`src/rtl/led_arb_pkg.sv`:
```
// Shared types, widths and pattern helpers for the LED arbiter.
package led_arb_pkg;

  localparam int unsigned LED_W = 8;

  typedef enum logic [1:0] {
    LOCAL  = 2'd0,
    HPS    = 2'd1,
    LOCKED = 2'd2
  } state_t;

  typedef enum logic [1:0] {
    PASS  = 2'b00,
    WALK  = 2'b01,
    COUNT = 2'b10,
    BLINK = 2'b11
  } mode_t;

  localparam logic [LED_W-1:0] WALK_SEED  = LED_W'(8'h01);
  localparam logic [LED_W-1:0] COUNT_SEED = LED_W'(8'h00);
  localparam logic [LED_W-1:0] BLINK_SEED = LED_W'(8'h00);

  // Pattern loaded when the mode changes; PASS simply mirrors the switches.
  function automatic logic [LED_W-1:0] mode_seed(input mode_t mode,
                                                 input logic [LED_W-1:0] sw);
    logic [LED_W-1:0] seed;
    seed = sw;
    case (mode)
      PASS:    seed = sw;
      WALK:    seed = WALK_SEED;
      COUNT:   seed = COUNT_SEED;
      BLINK:   seed = BLINK_SEED;
      default: seed = sw;
    endcase
    return seed;
  endfunction

  // Pattern after one step tick in the given mode.
  function automatic logic [LED_W-1:0] step_pattern(input mode_t mode,
                                                    input logic [LED_W-1:0] pat,
                                                    input logic [LED_W-1:0] sw);
    logic [LED_W-1:0] nxt;
    nxt = pat;
    case (mode)
      PASS:    nxt = sw;
      WALK:    nxt = {pat[LED_W-2:0], pat[LED_W-1]};
      COUNT:   nxt = pat + LED_W'(1);
      BLINK:   nxt = ~pat;
      default: nxt = pat;
    endcase
    return nxt;
  endfunction

endpackage

```
`src/rtl/led_arbiter_switch_debounce.sv`:
```
// Two-flop synchroniser followed by a stability counter for a switch vector.
module switch_debounce #(
  parameter int unsigned WIDTH           = 8,
  parameter int unsigned DEBOUNCE_CYCLES = 50000
) (
  input  logic             clk,
  input  logic             reset,
  input  logic [WIDTH-1:0] raw,
  output logic [WIDTH-1:0] stable
);

  localparam int unsigned CW = $clog2(DEBOUNCE_CYCLES);

  logic [WIDTH-1:0] sync_q1;
  logic [WIDTH-1:0] sync_q2;
  logic [WIDTH-1:0] candidate;
  logic [CW-1:0]    count;

  // Any change restarts the window; the value is accepted as the count reaches its end.
  always_ff @(posedge clk) begin
    if (reset) begin
      sync_q1   <= '0;
      sync_q2   <= '0;
      candidate <= '0;
      count     <= '0;
      stable    <= '0;
    end else begin
      sync_q1 <= raw;
      sync_q2 <= sync_q1;
      if (sync_q2 != candidate) begin
        candidate <= sync_q2;
        count     <= '0;
      end else if (count != CW'(DEBOUNCE_CYCLES - 1)) begin
        count <= count + CW'(1);
        if (count == CW'(DEBOUNCE_CYCLES - 2)) begin
          stable <= candidate;
        end
      end
    end
  end

endmodule

```
`src/rtl/led_arbiter.sv`:
```
// Arbitrates the board LEDs between the HPS PIO word and a switch-driven pattern sequencer.
// Optional LED_ARB_STATUS_EN adds a saturating handover_count output.
module led_arbiter
  import led_arb_pkg::*;
#(
  parameter int unsigned DEBOUNCE_CYCLES = 50000,
  parameter int unsigned STEP_CYCLES     = 12500000,
  parameter int unsigned HOLD_CYCLES     = 100000000
) (
  input  logic             clk_clk,
  input  logic             reset_reset,
  input  logic [LED_W-1:0] switches_in,
  input  logic [LED_W-1:0] hps_leds,
  input  logic             hps_wr,
  output logic [LED_W-1:0] leds_out,
  output logic             hps_owner,
  output logic [LED_W-1:0] sw_stable
`ifdef LED_ARB_STATUS_EN
  ,
  output logic [7:0]       handover_count
`endif
);

  localparam int unsigned SW = $clog2(STEP_CYCLES);
  localparam int unsigned HW = $clog2(HOLD_CYCLES);

  state_t           state;
  state_t           next_state;
  mode_t            mode_c;
  mode_t            mode_prev;
  logic [LED_W-1:0] pattern;
  logic [LED_W-1:0] hps_word;
  logic [SW-1:0]    step;
  logic [HW-1:0]    hold;
  logic             latch_c;
  logic             hold_dec_c;
  logic             tick_c;
  logic             mode_change_c;
  logic [LED_W-1:0] led_next_c;

  switch_debounce #(
    .WIDTH           (LED_W),
    .DEBOUNCE_CYCLES (DEBOUNCE_CYCLES)
  ) u_debounce (
    .clk    (clk_clk),
    .reset  (reset_reset),
    .raw    (switches_in),
    .stable (sw_stable)
  );

  assign mode_c        = mode_t'(sw_stable[1:0]);
  assign mode_change_c = (mode_c != mode_prev);
  assign tick_c        = (state != HPS) && (step == SW'(STEP_CYCLES - 1));

  // Grant FSM: lock dominates, HPS writes grab or extend the grant, hold expiry releases it.
  always_comb begin
    next_state = state;
    latch_c    = 1'b0;
    hold_dec_c = 1'b0;
    case (state)
      LOCAL: begin
        if (sw_stable[7]) begin
          next_state = LOCKED;
        end else if (hps_wr) begin
          next_state = HPS;
          latch_c    = 1'b1;
        end
      end
      HPS: begin
        if (sw_stable[7]) begin
          next_state = LOCKED;
        end else if (hps_wr) begin
          latch_c = 1'b1;
        end else if (hold == '0) begin
          next_state = LOCAL;
        end else begin
          hold_dec_c = 1'b1;
        end
      end
      LOCKED: begin
        if (!sw_stable[7]) begin
          next_state = LOCAL;
        end
      end
      default: next_state = LOCAL;
    endcase
    led_next_c = (next_state == HPS) ? (latch_c ? hps_leds : hps_word) : pattern;
  end

  always_ff @(posedge clk_clk) begin
    if (reset_reset) begin
      state <= LOCAL;
    end else begin
      state <= next_state;
    end
  end

  // Pattern sequencer; a mode change reseeds and restarts the step period ahead of any tick.
  always_ff @(posedge clk_clk) begin
    if (reset_reset) begin
      mode_prev <= PASS;
      pattern   <= WALK_SEED;
      step      <= '0;
    end else begin
      mode_prev <= mode_c;
      if (mode_change_c) begin
        pattern <= mode_seed(mode_c, sw_stable);
        step    <= '0;
      end else begin
        if (mode_c == PASS) begin
          pattern <= sw_stable;
        end else if (tick_c) begin
          pattern <= step_pattern(mode_c, pattern, sw_stable);
        end
        if (state != HPS) begin
          step <= tick_c ? '0 : step + SW'(1);
        end
      end
    end
  end

  always_ff @(posedge clk_clk) begin
    if (reset_reset) begin
      hold      <= '0;
      hps_word  <= '0;
      leds_out  <= '0;
      hps_owner <= 1'b0;
    end else begin
      if (latch_c) begin
        hold     <= HW'(HOLD_CYCLES - 1);
        hps_word <= hps_leds;
      end else if (hold_dec_c) begin
        hold <= hold - HW'(1);
      end
      leds_out  <= led_next_c;
      hps_owner <= (next_state == HPS);
    end
  end

`ifdef LED_ARB_STATUS_EN
  always_ff @(posedge clk_clk) begin
    if (reset_reset) begin
      handover_count <= '0;
    end else if ((state == LOCAL) && (next_state == HPS) && (handover_count != 8'hFF)) begin
      handover_count <= handover_count + 8'd1;
    end
  end
`endif

endmodule

```
`config.mk`:
```
export PLATFORM = sky130hd
export DESIGN_NAME = led_arbiter
export DESIGN_NICKNAME = d
export VERILOG_FILES = /design/src/rtl/led_arb_pkg.sv /design/src/rtl/led_arbiter_switch_debounce.sv /design/src/rtl/led_arbiter.sv
export SDC_FILE = /design/constraint.sdc
export NUM_CORES = 1
export LEC_CHECK = 0
export BUFFER_PORTS_ARGS = -buffer_cell sky130_fd_sc_hd__clkbuf_2
export CORE_MARGIN = 4
export CORE_UTILIZATION = 55
export DETAILED_ROUTE_END_ITERATION = 16
export PLACE_DENSITY = 0.81
export REMOVE_ABC_BUFFERS = 1
export SLEW_MARGIN = 20
export SYNTH_ARGS = -nofsm -noshare
export SYNTH_HDL_FRONTEND = slang
export SYNTH_SLANG_ARGS = --single-unit
export TNS_END_PERCENT = 50
```
`constraint.sdc`:
```
create_clock -name clk_clk -period 4.2 [get_ports clk_clk]
set_input_delay 0.63 -clock clk_clk [delete_from_list [all_inputs] [get_ports clk_clk]]
set_output_delay 0.63 -clock clk_clk [all_outputs]
set_load 0.01 [all_outputs]
```
==> impl_metrics.env <==
export IMPL_fmax_mhz=354.3
export IMPL_drt_iter0_markers=351
export IMPL_path_class="reg -> reg"
export IMPL_grt_pass1_vias=4803
export IMPL_r2r_cells=5
export IMPL_cp_top_family="compound AO/OA/AOI/OAI gates"
export IMPL_synth_top_cell_area_share=0.4405
export IMPL_cp_num_buf_inv=0
export IMPL_row_count=37
export IMPL_grt_pass1_wl_um=22500
export IMPL_cp_max_fo=25
export IMPL_min_period_over_period=0.6721
export IMPL_setup_violations=0
export IMPL_htree_levels=4
export IMPL_async_flop_share=0
export IMPL_synth_edff_count=0
export IMPL_numCtsBuffers=17
export IMPL_die_area_sq_mm=0.01229
export IMPL_dieWidth_um=110.8
export IMPL_antenna_found_initial=0
export IMPL_holdPathStages=2
export IMPL_io_pins=36
export IMPL_arrival_ps=3240
export IMPL_p_per_area_mw_per_mm2=426.1
export IMPL_io_buffers=35
export IMPL_p_leak_nw=2.322
export IMPL_slew_headroom=0.2409
export IMPL_cts_root_buf="clkbuf_8"
export IMPL_yosys_area_top_type="dfxtp_1"
export IMPL_clkSinkCount=128
export IMPL_firstDrtPassIters=5
export IMPL_drv_cap=0
export IMPL_drcViolationCount=0
export IMPL_final_period_minus_worst_setup_slack_ps=2823
export IMPL_drive_gt1_frac=0.1213
export IMPL_cts_hold_fix_buffers=0
export IMPL_post_route_util=0.6379
export IMPL_ys_types=58
export IMPL_nNetsFinal=722
export IMPL_vias=4981
export IMPL_core_region_area_sq_mm=0.01032
export IMPL_num_antenna_cells=0
export IMPL_postSynthAreaPerCell_sq_um=8.669
export IMPL_hold_violations=0
export IMPL_end_kind="register"
export IMPL_crit_cells=5
export IMPL_worstMarginPinSlew_ps=1128
export IMPL_gp_congestion=0.9413
export IMPL_status="complete, no violations"
export IMPL_synth_main_ff_cell="dfxtp_1"
export IMPL_gr_total_overflow=0
export IMPL_slowest_delay_ps=920
export IMPL_syn_instance_count=671
export IMPL_hpwl_um=8330
export IMPL_min_path_type="in -> reg"
export IMPL_ys_top_cells_by_area="dfxtp_1, nor2_1, xnor2_1, a21oi_1, xor2_1"
export IMPL_setup_worst_path_start_class="register"
export IMPL_wl_per_cell_um=15.09
export IMPL_path_cells="xnor2_1 > a21boi_0 > a31o_2 > nor2_1 > a211oi_1"
export IMPL_crit_path_top_delay_cell="a21boi_0"
export IMPL_syn_area_sq_mm=0.005817
export IMPL_cts_tree="yes"
export IMPL_start_util=0.5634
export IMPL_peakVddDrop_mv=0.3212
export IMPL_wirelength_um=12750
export IMPL_ys_seq_area_frac=0.4405
export IMPL_die_h_um=110.8
export IMPL_ys_ff_latch=128
export IMPL_yosys_warnings=0
export IMPL_grt_total_usage=0.2173
export IMPL_clock_latency_ps=520
export IMPL_slew_viol_final=0
export IMPL_worstPathRequired_ps=4620
export IMPL_clkTransAtPathRegs_ps=60
export IMPL_fin_worst_skew_ps=7.564
export IMPL_grt_max_degree=44
export IMPL_finalSetupTns_ps=0
export IMPL_clockBufferDepth=2
export IMPL_post_cts_buffers=0
export IMPL_via_per_inst=5.895
export IMPL_total_power_mw=2.806
export IMPL_syn2layout_area_growth_pct=13.21
export IMPL_rsz0062_at_grt="no"
export IMPL_ctsResizeCount=0
export IMPL_drtAntennaViolNets=0
-- worst register-to-register path: cells and delay by family (launching register included) --
kind            cells  cell delay [ps]
simple gates        1               80
xor+xnor            1              260
flops               1              850
compound gates      3             1540
-- power breakdown --
group          total, mW  switching (mW)  internal (mW)
sequential          1.28          0.0310           1.25
combinational      0.159          0.0990         0.0599
clock               1.36           0.521          0.841
total               2.81           0.651           2.15
-- per-layer routing --
layer,global-route usage,up-vias,share of wire
li1,-,2431,-
met4,0.1051,0,0.033
met1,0.2708,2357,0.44
met2,0.3483,151,0.47
met5,0,-,0
met3,0.05841,42,0.055
-- state kept, by name, indices dropped and copies added (netlist names) --
name / cells
u_debounce.sync_q2: 8
step: 24
mode_prev: 2
u_debounce.sync_q1: 8
hps_owner: 1
u_debounce.count: 16
pattern: 8
u_debounce.stable: 8
state: 2
hold: 27
hps_word: 8
u_debounce.candidate: 8
leds_out: 8
-- cell usage after synthesis, types with 8 or more instances --
cell / count
o21ai_0: 14
nand3_1: 14
nor2b_1: 29
or4_1: 8
nand4_1: 13
and3_1: 8
nor2_1: 86
a211oi_1: 12
inv_1: 19
o211ai_1: 8
nor3_1: 25
clkbuf_1: 25
nor4_1: 11
xnor2_1: 33
dfxtp_1: 128
a31oi_1: 11
or3_1: 11
xor2_1: 25
mux2i_1: 9
nand2_1: 57
a21oi_1: 47
-- cell families after synthesis --
kind of cell / after synthesis / share of synthesized area
AND/OR/NAND/NOR: 297 / 0.2674
XOR/XNOR: 58 / 0.08733
flip-flops: 128 / 0.4405
adder cells (fa/ha/maj): 6 / 0.01291
multiplexers: 9 / 0.01549
buffers and inverters: 51 / 0.04022
AO/OA/AOI/OAI: 122 / 0.1362
-- area by class of cell --
| cell class | count | area [sq um] |
|---|---|---|
| Clock inverter | 9 | 111.4 |
| Multi-Input combinational cell | 492 | 3032 |
| Clock buffer | 22 | 432.9 |
| Fill cell | 797 | 3739 |
| Timing Repair Buffer | 39 | 205.2 |
| Tap cell | 136 | 170.2 |
| Inverter | 19 | 71.32 |
| Sequential cell | 128 | 2562 |
-- metrics by stage --
stage	hold slack [ps]	std cells	setup slack [ps]	area, sq um
3_5_place_dp	425.8	814	1590	6035
6_report	313.6	845	1377	6585
5_1_grt	315.5	845	1201	6585
3_3_place_gp	416.8	814	1718	6035
4_1_cts	305.1	845	1522	6579
2_1_floorplan	413.8	639	1398	5654
-- worst paths after layout --
path / from / endpoint / slack (ps)
worst max register to register: u_debounce.stable[1]$_SDFFE_PP0P_ / pattern[2]$_SDFFE_PP0P_ / 1380
worst max-delay path: u_debounce.stable[1]$_SDFFE_PP0P_ / pattern[2]$_SDFFE_PP0P_ / 1380
worst min register to register: u_debounce.sync_q1[5]$_SDFF_PP0_ / u_debounce.sync_q2[5]$_SDFF_PP0_ / 440
worst min-delay path: switches_in[3] / u_debounce.sync_q1[3]$_SDFF_PP0_ / 310
-- layout by cell type (no fill, tap or decap), types with 5 or more instances in the layout --
master,n
nor2b_1,29
nor3_1,24
o2111ai_1,5
nand2_1,57
and3_1,8
mux2i_1,9
a211oi_1,12
xnor2_1,33
clkbuf_2,35
nor4_1,11
a31oi_1,11
inv_1,19
dfxtp_1,128
a21oi_1,47
nand4_1,13
o21ai_0,13
nor2_1,86
or4_1,8
nand3_1,14
xor2_1,25
ha_1,6
or3_1,11
and4_1,6
clkbuf_16,16
o211ai_1,8
clkbuf_1,5
or2_2,5
No activity file was read; power rests on OpenSTA's default activity.
